File: src/rtl/xor_cipher_pkg.sv
// Shared types and helpers for the serial XOR stream cipher.
// XOR_KEY_ROTATE_EN (optional) selects the rolling-key mode in xor_stream_cipher.
package xor_cipher_pkg;

    typedef enum logic [1:0] {
        IDLE      = 2'd0,
        ENCRYPT   = 2'd1,
        SHIFT_OUT = 2'd2
    } state_t;

    // Widest key the rotate helper supports.
    localparam int ROTL_MAX = 256;

    // Counter width able to hold the value n itself (saturating counters).
    function automatic int cnt_w(input int n);
        return $clog2(n + 1);
    endfunction

    // Rotate the low w bits of v left by s (0 <= s < w); bits above w are cleared.
    function automatic logic [ROTL_MAX-1:0] rotl(input logic [ROTL_MAX-1:0] v,
                                                 input int w, input int s);
        logic [ROTL_MAX-1:0] mask;
        mask = (ROTL_MAX'(1) << w) - ROTL_MAX'(1);
        if (s == 0) begin
            return v & mask;
        end
        return ((v << s) | (v >> (w - s))) & mask;
    endfunction

endpackage

File: src/rtl/xor_stream_cipher_piso.sv
// Parallel-in serial-out stage: loads W bits, shifts them out MSB first with a valid flag.
module cipher_piso
    import xor_cipher_pkg::*;
#(
    parameter int W = 64
) (
    input  logic         clk,
    input  logic         rst,
    input  logic         i_ena,
    input  logic         i_load,
    input  logic [W-1:0] i_data,
    output logic         o_valid,
    output logic         o_serial,
    output logic         o_last
);
    localparam int CNT_W = cnt_w(W);

    logic [W-1:0]     r_sr;
    logic [CNT_W-1:0] r_cnt;
    logic             r_valid;

    always_ff @(posedge clk) begin
        if (rst) begin
            r_sr    <= '0;
            r_cnt   <= '0;
            r_valid <= 1'b0;
        end else if (i_ena) begin
            if (i_load) begin
                r_sr    <= i_data;
                r_cnt   <= '0;
                r_valid <= 1'b1;
            end else if (r_valid) begin
                r_sr <= r_sr << 1;
                if (o_last) begin
                    r_valid <= 1'b0;
                    r_cnt   <= '0;
                end else begin
                    r_cnt <= r_cnt + CNT_W'(1);
                end
            end
        end
    end

    assign o_valid  = r_valid;
    assign o_serial = r_valid & r_sr[W-1];
    assign o_last   = r_valid && (r_cnt == CNT_W'(W - 1));

endmodule

File: src/rtl/xor_stream_cipher.sv
// Serial XOR cipher: key and message share data_in, ciphertext leaves MSB first on dout.
// Define XOR_KEY_ROTATE_EN to rotate the key left by (chunk index mod KEY_SIZE) per chunk.
module xor_stream_cipher
    import xor_cipher_pkg::*;
#(
    parameter int KEY_SIZE = 8,
    parameter int MSG_SIZE = 64
) (
    input  logic clk,
    input  logic rst,
    input  logic ena,
    input  logic data_in,
    input  logic key_load,
    input  logic msg_load,
    output logic key_ready,
    output logic busy,
    output logic dout_valid,
    output logic dout,
    output logic enc_done
);
    localparam int NCHUNK = MSG_SIZE / KEY_SIZE;
    localparam int KCNT_W = cnt_w(KEY_SIZE);
    localparam int MCNT_W = cnt_w(MSG_SIZE);
    localparam int CIDX_W = cnt_w(NCHUNK);
    localparam logic [MSG_SIZE-1:0] CHUNK_MASK = MSG_SIZE'({KEY_SIZE{1'b1}});

    state_t              r_state;
    logic [KEY_SIZE-1:0] r_key;
    logic [KCNT_W-1:0]   r_kcnt;
    logic                r_kl_d;
    logic [MSG_SIZE-1:0] r_msg;
    logic [MCNT_W-1:0]   r_mcnt;
    logic [CIDX_W-1:0]   r_idx;
    logic [MSG_SIZE-1:0] r_ct;
    logic                r_enc_done;

    logic                w_busy;
    logic                w_key_ready;
    logic                w_msg_full;
    logic                w_last_chunk;
    logic                w_piso_load;
    logic                w_piso_last;
    logic [KEY_SIZE-1:0] w_key_i;
    logic [KEY_SIZE-1:0] w_chunk;
    logic [MSG_SIZE-1:0] w_ct_next;
    int                  w_shift;

    assign w_busy       = (r_state != IDLE);
    assign w_key_ready  = (r_kcnt == KCNT_W'(KEY_SIZE));
    assign w_msg_full   = (r_mcnt == MCNT_W'(MSG_SIZE));
    assign w_last_chunk = (r_idx == CIDX_W'(NCHUNK - 1));
    assign w_piso_load  = (r_state == ENCRYPT) && w_last_chunk;

`ifdef XOR_KEY_ROTATE_EN
    assign w_key_i = KEY_SIZE'(rotl(ROTL_MAX'(r_key), KEY_SIZE, int'(r_idx) % KEY_SIZE));
`else
    assign w_key_i = r_key;
`endif

    // Chunk 0 is the most significant KEY_SIZE bits of the message.
    always_comb begin
        w_shift   = MSG_SIZE - KEY_SIZE - int'(r_idx) * KEY_SIZE;
        w_chunk   = KEY_SIZE'(r_msg >> w_shift) ^ w_key_i;
        w_ct_next = (r_ct & ~(CHUNK_MASK << w_shift)) | (MSG_SIZE'(w_chunk) << w_shift);
    end

    // Key loader runs beside the FSM; a rising key_load restarts the key.
    always_ff @(posedge clk) begin
        if (rst) begin
            r_key  <= '0;
            r_kcnt <= '0;
            r_kl_d <= 1'b0;
        end else if (ena) begin
            r_kl_d <= key_load;
            if (key_load && !w_busy) begin
                if (!r_kl_d) begin
                    r_key  <= KEY_SIZE'(data_in);
                    r_kcnt <= KCNT_W'(1);
                end else begin
                    r_key <= {r_key[KEY_SIZE-2:0], data_in};
                    if (!w_key_ready) begin
                        r_kcnt <= r_kcnt + KCNT_W'(1);
                    end
                end
            end
        end
    end

    always_ff @(posedge clk) begin
        if (rst) begin
            r_state    <= IDLE;
            r_msg      <= '0;
            r_mcnt     <= '0;
            r_idx      <= '0;
            r_ct       <= '0;
            r_enc_done <= 1'b0;
        end else if (ena) begin
            r_enc_done <= 1'b0;
            case (r_state)
                IDLE: begin
                    if (msg_load && !key_load && !w_msg_full) begin
                        r_msg  <= {r_msg[MSG_SIZE-2:0], data_in};
                        r_mcnt <= r_mcnt + MCNT_W'(1);
                    end
                    if (w_msg_full && w_key_ready) begin
                        r_state <= ENCRYPT;
                        r_idx   <= '0;
                    end
                end
                ENCRYPT: begin
                    r_ct <= w_ct_next;
                    if (w_last_chunk) begin
                        r_idx   <= '0;
                        r_state <= SHIFT_OUT;
                    end else begin
                        r_idx <= r_idx + CIDX_W'(1);
                    end
                end
                SHIFT_OUT: begin
                    if (w_piso_last) begin
                        r_state    <= IDLE;
                        r_enc_done <= 1'b1;
                        r_mcnt     <= '0;
                    end
                end
                default: r_state <= IDLE;
            endcase
        end
    end

    // dout_valid is a push-only strobe: no back-pressure, one ciphertext bit per enabled cycle.
    cipher_piso #(.W(MSG_SIZE)) u_piso (
        .clk      (clk),
        .rst      (rst),
        .i_ena    (ena),
        .i_load   (w_piso_load),
        .i_data   (w_ct_next),
        .o_valid  (dout_valid),
        .o_serial (dout),
        .o_last   (w_piso_last)
    );

    assign key_ready = w_key_ready;
    assign busy      = w_busy;
    assign enc_done  = r_enc_done;

endmodule
File: config.mk
export PLATFORM = sky130hd
export DESIGN_NAME = xor_stream_cipher
export DESIGN_NICKNAME = d
export VERILOG_FILES = /design/src/rtl/xor_cipher_pkg.sv /design/src/rtl/xor_stream_cipher_piso.sv /design/src/rtl/xor_stream_cipher.sv
export SDC_FILE = /design/constraint.sdc
export NUM_CORES = 1
export LEC_CHECK = 0
export BUFFER_PORTS_ARGS = -buffer_cell sky130_fd_sc_hd__buf_2
export CAP_MARGIN = 20
export CELL_PAD_IN_SITES_DETAIL_PLACEMENT = 0
export CELL_PAD_IN_SITES_GLOBAL_PLACEMENT = 1
export CORE_UTILIZATION = 49
export DETAILED_ROUTE_END_ITERATION = 6
export PLACE_DENSITY_LB_ADDON = 0.1
export SYNTH_ARGS = -nofsm -noshare
export SYNTH_HDL_FRONTEND = slang
export SYNTH_SLANG_ARGS = --single-unit
File: constraint.sdc
create_clock -name clk -period 2.3 [get_ports clk]
set_input_delay 0.23 -clock clk [delete_from_list [all_inputs] [get_ports clk]]
set_output_delay 0.23 -clock clk [all_outputs]
set_load 0.01 [all_outputs]
==> results.py, run 1 <==
metrics = {
    "layout": {
        "area_delta_synth_final_pct": 13.63,
        "final.fill_count": 1940,
        "stdcell_area_sq_um": 11640,
        "antenna_cells": 0,
        "drive_above_1_share": 0.1573,
        "fin_nets": 1204,
    },
    "setup_path": {
        "critPathBufInv": 1,
        "reg2reg_from": "r_idx[0]",
        "path_class": "flip-flop to flip-flop",
        "critPathMaxStageDelay_ns": 0.44,
        "required_ns": 2.71,
        "cp_top_family": "simple AND/OR/NAND/NOR gates",
        "endpoint_kind": "flip-flop",
        "start_kind": "flip-flop",
        "cp_max_fo": 22,
        "crit_chain": "buf_12 > mux2i_2 > o22ai_1 > or3_1 > and2_2 > o221a_1",
        "cpMaxStageDelayCell": "or3_1",
        "crit_start": "r_idx[0]",
        "arrival_ns": 2.64,
    },
    "synth": {
        "synth_top_family_by_area": "compound AO/OA/AOI/OAI gates",
        "synth-simple-area-share": 0.2122,
        "synth_seq_cells": 227,
        "synth_fa_ha_area_frac": 0.007330,
        "synth_area_leaders": "dfxtp_1 (44%), nand2_1 (8.0%), a21oi_1 (4.8%)",
        "synth.area.mux_share": 0.03420,
        "yosys.area_share.xor_xnor": 0.01893,
        "yosys.area.top_type": "dfxtp_1",
        "synth_ff_type": "dfxtp_1",
        "avgSynthCellArea_sq_um": 8.651,
        "synth-edff-count": 0,
        "syn_nets": 1196,
        "synth_compound_area_frac": 0.2356,
        "synth_area_sq_um": 10240,
        "synth_top_cell_area_share": 0.4437,
        "synthArstFlopShare": 0,
        "syn_inst": 1184,
        "synth_warnings": 0,
        "ys_types": 67,
        "ys_seq_area_frac": 0.4437,
    },
    "cts": {
        "cts_inserted_buffers": 25,
        "clk_latency_ns": 0.53,
        "root_buffer": "clkbuf_16",
        "htree_levels": 1,
        "clk_pin_slew_ns": 0.06,
        "cts_buffer_depth": 3,
        "cts.sinks": 227,
        "cts_tree": "yes",
    },
    "power": {
        "p_leak_nw": 3.921,
        "vdd_drop_max_mv": 0.4541,
        "p_total_mw": 8.164,
        "powerDensity_nw_per_um2": 701.5,
    },
    "detailed_routing": {
        "postRouteAntennaNets": 0,
        "firstDrtPassIters": 7,
        "totalWireLength_um": 26900,
        "drtIter0Drc": 546,
        "wl_per_cell_um": 18.20,
        "viasPerCell": 5.802,
        "via_count": 8575,
        "drc": 1,
    },
    "grt": {
        "grt_pass1_wl_um": 44150,
        "antenna_found_initial": 0,
        "grt_pass1_vias": 8320,
        "grt_usage": 0.2535,
        "grt.overflow.total": 0,
        "grt_max_degree": 66,
    },
    "sta": {
        "min_period_ns": 2.226,
        "fin_worst_skew_ns": 0.01695,
        "finalMaxSlewViolations": 0,
        "finalHoldViolCount": 0,
        "max_freq_mhz": 449.2,
        "worst_slack_ns": 0.07375,
        "tightest_slew_ns": 0.6730,
        "period_share": 0.9679,
        "setup_tns_ns": 0,
        "slew_headroom": 0.5492,
        "setup_viol": 0,
    },
    "place": {
        "place.port_buffers": 10,
        "gp_congestion": 0.8090,
        "place_ws_ns": -0.03377,
        "place_area_sq_um": 10740,
        "hpwl_um": 17640,
    },
    "run_status": {
        "violations": "design-rule violations",
        "outcome": "complete, but fails checks",
    },
    "floorplanning": {
        "die_w_um": 146.6,
        "die_area_sq_um": 21480,
        "boundaryPins": 11,
        "core_sq_um": 20360,
        "num_rows": 52,
        "initial_core_util": 0.5029,
        "die_h_um": 146.6,
    },
    "hold_path": {
        "worstHoldStart": "ena",
        "worstHoldPathType": "input pin to flip-flop",
    },
    "flow_run": {
        "max_cap_violations": 0,
    },
}
==> kinds of logic after synthesis <==
kind of cell / Yosys count
simple gates: 465
mux: 35
xor+xnor: 17
compound gates: 333
flops: 227
buf+inv: 101
fa+ha+maj: 6
==> sequential cells by signal, summed over array words and instances, names as in the netlist <==
signal / flops
r_kl_d: 1
u_piso.o_valid: 1
r_idx: 4
u_piso.r_cnt: 7
u_piso.r_sr: 64
r_key: 8
r_state: 2
r_kcnt: 4
r_ct: 64
r_msg: 64
enc_done: 1
r_mcnt: 7
==> worst reg2reg max path, stage by stage, from the launching register on <==
cell and delay, ns:
dfxtp_2 0.39, buf_12 0.22, mux2i_2 0.28, o22ai_1 0.18, or3_1 0.44, and2_2 0.32, o221a_1 0.29
==> placed cells by master, fill, tap and decap left out, types with 13 or more instances in the layout <==
cell type and n:
nand3_1 17, o22ai_1 24, or3_1 17, nor4_1 15
nor2_1 75, dfxtp_1 226, clkbuf_16 26, nor2b_1 13
a22o_1 48, nor3_1 43, a21oi_2 49, nand2_1 218
a21oi_1 99, o21ai_0 20, mux2i_1 34, buf_4 47
nand3b_1 15
==> layout make-up <==
type / count / area [sq um] / area share
clock inverter: 7 / 88.84 / 0.007633
sequential: 227 / 4546 / 0.3906
clock buffer: 36 / 726.9 / 0.06246
timing repair buffer: 70 / 654.4 / 0.05622
tap: 270 / 337.8 / 0.02903
inverter: 12 / 45.04 / 0.003870
multi-input combinational: 856 / 5240 / 0.4502
==> cell usage after synthesis (10+ instances only) <==
| library cell | instances |
|---|---|
| buf_2 | 27 |
| o22ai_1 | 24 |
| a21oi_2 | 49 |
| a22oi_1 | 12 |
| nor4_1 | 15 |
| mux2i_1 | 35 |
| a31oi_1 | 10 |
| nor2_1 | 75 |
| a21oi_1 | 99 |
| a22o_1 | 48 |
| o21ai_0 | 20 |
| inv_1 | 12 |
| clkbuf_1 | 45 |
| nor3_1 | 43 |
| dfxtp_1 | 227 |
| nand2b_1 | 11 |
| nor2b_1 | 13 |
| nand3b_1 | 15 |
| o2bb2ai_1 | 12 |
| nand3_1 | 18 |
| nand2_1 | 218 |
| or3_1 | 17 |
==> worst paths after layout <==
| path | end | slack, ns | depth (start not counted) |
|---|---|---|---|
| max | u_piso.r_sr[13] | 0.07 | 6 |
| min | enc_done | 0.08 | 3 |
| max reg2reg | u_piso.r_sr[13] | 0.07 | 6 |
| min reg2reg | u_piso.r_sr[51] | 0.45 | 2 |
==> power by group <==
| group | internal (mW) | leakage (nW) | switching, mW |
|---|---|---|---|
| registers | 3.94 | 1.83 | 0.00844 |
| logic | 0.0569 | 1.69 | 0.146 |
| clock network | 2.40 | 0.406 | 1.61 |
==> through the flow <==
stage	std cells	util	hold WS (ns)
after floorplan	1184	-	0.3660
after global placement	1430	0.5275	0.4396
after detailed placement	1430	0.5275	0.4450
after CTS	1475	0.5686	0.06264
after global routing	1478	0.5715	0.08762
final	1478	0.5715	0.07877
==> layer usage <==
layer,vias to the layer above,routed length (um),global-route usage
met5,-,0,0
met4,0,603,0.07708
met3,39,1239,0.03656
met2,185,12560,0.4188
met1,4108,12500,0.3418
li1,4243,-,-
==> what timing repair did <==
action | CTS | global route
hold buffers | 2 | 0
cloned | 0 | 1
setup buffers | 0 | 2
endpoints found under the hold margin | 3 | 0
setup endpoints to repair | 2 | 22
gates resized for setup | 1 | 4
Power figures use the tool's default switching activity.
==> run 2: changes to the inputs <==
- CORE_UTILIZATION: 49 -> 44
- clock period: 2.3 -> 1.9 ns (I/O delays scaled with it)
==> results.py, run 2 (synthesized netlist as in run 1, its figures left out) <==
metrics = {
    "grt": {
        "grt_usage": 0.2431,
        "grt_pass1_vias": 8422,
        "antenna_found_initial": 0,
        "grt.overflow.total": 0,
        "grt_pass1_wl_um": 46150,
        "grt_max_degree": 65,
    },
    "floorplanning": {
        "die_area_sq_um": 23890,
        "boundaryPins": 11,
        "num_rows": 55,
        "core_sq_um": 22710,
        "die_h_um": 154.6,
        "die_w_um": 154.6,
        "initial_core_util": 0.4510,
    },
    "detailed_routing": {
        "via_count": 8972,
        "viasPerCell": 5.646,
        "firstDrtPassIters": 5,
        "postRouteAntennaNets": 0,
        "drc": 0,
        "totalWireLength_um": 29570,
        "drtIter0Drc": 525,
        "wl_per_cell_um": 18.61,
    },
    "sta": {
        "tightest_slew_ns": 0.4395,
        "min_period_ns": 1.984,
        "rsz0062_at_grt": "yes",
        "slew_headroom": 0.7063,
        "worst_slack_ns": -0.08391,
        "fin_worst_skew_ns": 0.01010,
        "period_share": 1.044,
        "whs_ns": 0.09411,
        "finalHoldViolCount": 0,
        "finalMaxSlewViolations": 0,
        "setup_viol": 32,
        "max_freq_mhz": 504.1,
    },
    "layout": {
        "reg_top3": "r_ct: 64 flops, r_msg: 64 flops, u_piso.r_sr: 64 flops",
        "fin_cells": 1589,
        "layout_commonest_cell": "dfxtp_1",
        "stdcell_area_sq_um": 13290,
        "drive_above_1_share": 0.2853,
        "area_delta_synth_final_pct": 29.76,
        "antenna_cells": 0,
        "final_cell_mix": "dfxtp_1 (220), nand2_1 (212), buf_4 (104), a21oi_1 (88), nor2_1 (73)",
        "fin_nets": 1299,
    },
    "cts": {
        "root_buffer": "clkbuf_16",
        "clk_pin_slew_ns": 0.06,
        "htree_levels": 1,
        "cts.sinks": 227,
        "cts_buffer_depth": 3,
        "cts_inserted_buffers": 26,
        "cts_tree": "yes",
        "clk_latency_ns": 0.54,
    },
    "flow_run": {
        "max_cap_violations": 0,
    },
    "setup_path": {
        "path_class": "flip-flop to flip-flop",
        "arrival_ns": 2.43,
        "start_kind": "flip-flop",
        "endpoint_kind": "flip-flop",
        "cpMaxStageDelayCell": "dfxtp_4",
        "crit_chain": "ha_4 > buf_6 > nand3b_1 > o21ai_4 > clkbuf_16 > nor2_2 > or3_1 > a311oi_1",
        "critPathMaxStageDelay_ns": 0.39,
        "required_ns": 2.34,
        "cp_max_fo": 6,
        "ff2ff_setup_slack_ns": -0.08,
    },
    "place": {
        "hpwl_um": 19280,
        "gp_congestion": 0.7985,
        "place.port_buffers": 10,
        "place_ws_ns": -0.2343,
        "place_inst": 1506,
        "place_area_sq_um": 11290,
    },
    "hold_path": {
        "worstHoldPathType": "input pin to flip-flop",
    },
    "power": {
        "p_total_mw": 9.860,
        "vdd_drop_max_mv": 0.6302,
        "powerDensity_nw_per_um2": 741.9,
        "p_leak_nw": 4.554,
    },
    "run_status": {
        "violations": "negative setup slack",
        "outcome": "complete, but fails checks",
    },
}
run 2: area by class of cell:
type	count	area (sq um)
sequential	227	4558
multi-input combinational	856	5837
timing repair buffer	164	1682
clock buffer	35	755.7
clock inverter	10	56.30
fill	2081	9419
tap	285	356.6
inverter	12	45.04
run 2: worst max-delay path, delay by kind of cell (launching register included):
| family | cells | cell delay, ns |
|---|---|---|
| buf+inv | 2 | 0.30 |
| compound gates | 2 | 0.57 |
| flops | 1 | 0.39 |
| fa+ha+maj | 1 | 0.15 |
| simple gates | 3 | 0.49 |
run 2: where the power goes:
group          switching [mW]  internal (mW)  total (mW)
clock network            2.04           2.77        4.81
logic                   0.192         0.0885       0.280
registers             0.00718           4.76        4.77
run 2: final timing paths:
path / from / endpoint / cells past startpoint
worst min register to register: u_piso.r_sr[61] / u_piso.r_sr[61] / 2
worst max register to register: r_idx[1] / u_piso.r_sr[18] / 8
worst min-delay path: ena / r_state[0] / 4
worst max-delay path: r_idx[1] / u_piso.r_sr[18] / 8
run 2: stage by stage:
| step | utilization | setup TNS [ns] |
|---|---|---|
| after floorplan | - | 0 |
| after global placement | 0.4974 | -7.676 |
| after detailed placement | 0.4974 | -10.99 |
| after CTS | 0.5522 | -0.6897 |
| after global routing | 0.5852 | -4.941 |
| final | 0.5852 | -1.031 |
run 2: timing repair:
action / CTS / global route
setup buffers: 14 / 18
setup endpoints to repair: 125 / 114
hold buffers: 3 / 0
hold endpoints to repair: 9 / 0
pin swaps: 16 / 66
cloned: 1 / 3
resized for setup: 58 / 111
run 2: layer usage:
metal | vias up | part of all wire | track usage | routed length, um
met1 | 4270 | 0.46 | 0.3397 | 13740
met5 | - | 0 | 0 | 0
met3 | 61 | 0.045 | 0.02914 | 1336
met2 | 207 | 0.46 | 0.3881 | 13530
li1 | 4434 | - | - | -
met4 | 0 | 0.032 | 0.08251 | 958
==> run 3: changes to the inputs <==
- RECOVER_POWER: default -> 50
==> results.py, run 3 (synthesized netlist as in run 1, its figures left out) <==
metrics = {
    "setup_path": {
        "rr_worst_depth": 8,
        "reg2reg_from": "r_idx[1]",
        "crit_chain": "ha_4 > buf_6 > nand3b_1 > o21ai_4 > clkbuf_16 > nor2_2 > or3_1 > a311oi_1",
        "cpMaxStageDelayCell": "dfxtp_4",
        "path_class": "flip-flop to flip-flop",
        "start_kind": "flip-flop",
        "crit_start": "r_idx[1]",
        "cp_max_fo": 6,
        "critPathMaxStageDelay_ns": 0.39,
        "endpoint_kind": "flip-flop",
        "r2r-end": "u_piso.r_sr[18]",
        "required_ns": 2.34,
        "cp-endpoint": "u_piso.r_sr[18]",
        "ff2ff_setup_slack_ns": -0.08,
        "arrival_ns": 2.43,
    },
    "detailed_routing": {
        "totalWireLength_um": 29590,
        "drtIter0Drc": 549,
        "firstDrtPassIters": 5,
        "viasPerCell": 5.653,
        "wl_per_cell_um": 18.62,
        "drc": 0,
        "via_count": 8983,
        "postRouteAntennaNets": 0,
    },
    "grt": {
        "met3_usage": 0.02914,
        "grt.overflow.total": 0,
        "grt_max_degree": 65,
        "use_met1": 0.3397,
        "grt_usage": 0.2431,
        "grt_pass1_wl_um": 46150,
        "top_usage_layer": "met2",
        "grt_pass1_vias": 8422,
        "grtUsageMet2": 0.3881,
        "antenna_found_initial": 0,
    },
    "sta": {
        "finalHoldViolCount": 0,
        "slew_headroom": 0.6848,
        "tightest_slew_ns": 0.4728,
        "whs_ns": 0.09380,
        "max_freq_mhz": 503.8,
        "finalMaxSlewViolations": 0,
        "min_period_ns": 1.985,
        "worst_slack_ns": -0.08473,
        "setup_viol": 32,
        "rsz0062_at_grt": "yes",
        "period_share": 1.045,
        "fin_worst_skew_ns": 0.009426,
    },
    "floorplanning": {
        "die_h_um": 154.6,
        "core_sq_um": 22710,
        "initial_core_util": 0.4510,
        "die_area_sq_um": 23890,
        "boundaryPins": 11,
        "num_rows": 55,
        "die_w_um": 154.6,
    },
    "flow_run": {
        "max_cap_violations": 0,
    },
    "power": {
        "p_total_mw": 9.853,
        "vdd_drop_max_mv": 0.6301,
        "comb_power_share": 0.028,
        "p_leak_nw": 4.541,
        "p_sw_frac": 0.2266,
        "powerDensity_nw_per_um2": 742.3,
        "power.switching_mw": 2.233,
        "p_int_mw": 7.621,
        "power_frac_seq": 0.484,
        "pwr-share-clk": 0.488,
    },
    "place": {
        "place_area_sq_um": 11290,
        "place.port_buffers": 10,
        "place_ws_ns": -0.2343,
        "gp_congestion": 0.7985,
        "hpwl_um": 19280,
    },
    "run_status": {
        "outcome": "complete, but fails checks",
        "violations": "negative setup slack",
    },
    "layout": {
        "antenna_cells": 0,
        "fin_nets": 1299,
        "drive_above_1_share": 0.2837,
        "area_delta_synth_final_pct": 29.60,
        "stdcell_area_sq_um": 13270,
        "final_cell_mix": "dfxtp_1 (220), nand2_1 (212), buf_4 (102), a21oi_1 (88), nor2_1 (73)",
        "final.fill_count": 2087,
        "reg_top3": "r_ct: 64 flops, r_msg: 64 flops, u_piso.r_sr: 64 flops",
        "layout_commonest_cell": "dfxtp_1",
    },
    "hold_path": {
        "worstHoldPathType": "input pin to flip-flop",
    },
    "cts": {
        "cts_inserted_buffers": 26,
        "clk_pin_slew_ns": 0.06,
        "cts_buffer_depth": 3,
        "cts.sinks": 227,
        "root_buffer": "clkbuf_16",
        "clk_latency_ns": 0.53,
        "cts_tree": "yes",
        "htree_levels": 1,
    },
}
-- run 3: cell count changes in the layout (fill, tap and decap cells not counted) --
cell | previous run | this run
clkbuf_1 | 3 | 5
clkbuf_2 | 0 | 1
buf_2 | 9 | 8
buf_4 | 104 | 102
buf_6 | 18 | 19
buf_12 | 26 | 25
-- run 3: how the worst min path moves through the flow --
stage | from | end | depth (start not counted)
finish | ena | r_state[0] | 4
global route | ena | r_state[0] | 4
CTS | ena | r_state[0] | 4
detailed placement | u_piso.r_sr[61] | u_piso.r_sr[61] | 2
global placement | u_piso.r_sr[59] | u_piso.r_sr[59] | 2
floorplan | data_in | r_msg[0] | 2
-- run 3: power groups by stage --
stage / registers, mW / clock network, mW / logic (mW)
2_1_floorplan: 4.88 / 0 / 0.163
3_3_place_gp: 4.88 / 0 / 0.262
3_5_place_dp: 4.88 / 0 / 0.260
4_1_cts: 4.77 / 4.90 / 0.275
5_1_grt: 4.77 / 5.11 / 0.298
6_report: 4.77 / 4.81 / 0.276
-- run 3: critical path: cells and delay by family (launching register included) --
kind / cells / cell delay [ns]
AO/OA/AOI/OAI: 2 / 0.57
AND/OR/NAND/NOR: 3 / 0.49
flip-flops: 1 / 0.39
buffers and inverters: 2 / 0.30
adder cells (fa/ha/maj): 1 / 0.15
-- run 3: final cells by class --
| type | instances | area (sq um) | area share |
|---|---|---|---|
| tap | 285 | 356.6 | 0.02686 |
| clock buffer | 35 | 755.7 | 0.05693 |
| sequential | 227 | 4558 | 0.3434 |
| multi-input combinational | 856 | 5837 | 0.4397 |
| timing repair buffer | 164 | 1665 | 0.1255 |
| inverter | 12 | 45.04 | 0.003393 |
| clock inverter | 10 | 56.30 | 0.004242 |
-- run 3: repair_timing --
item                                    4_1_cts  5_1_grt
hold buffers                                  3        0
cloned                                        1        3
gates resized for setup                      58      111
endpoints found under the hold margin         9        0
pin swaps                                    16       66
endpoints found under the setup margin      125      114
buffers inserted                             14       18
-- run 3: per-stage QoR --
step | setup TNS [ns] | utilization | instances
floorplan | 0 | - | 1184
global placement | -7.676 | 0.4974 | 1506
detailed placement | -10.99 | 0.4974 | 1506
CTS | -0.6897 | 0.5522 | 1569
global route | -4.963 | 0.5845 | 1589
finish | -1.081 | 0.5845 | 1589
-- run 3: per-layer routing --
metal  routed length (um)  vias up
met1                13840     4285
li1                     -     4435
met5                    0        -
met2                13570      200
met4                  948        0
met3                 1231       63
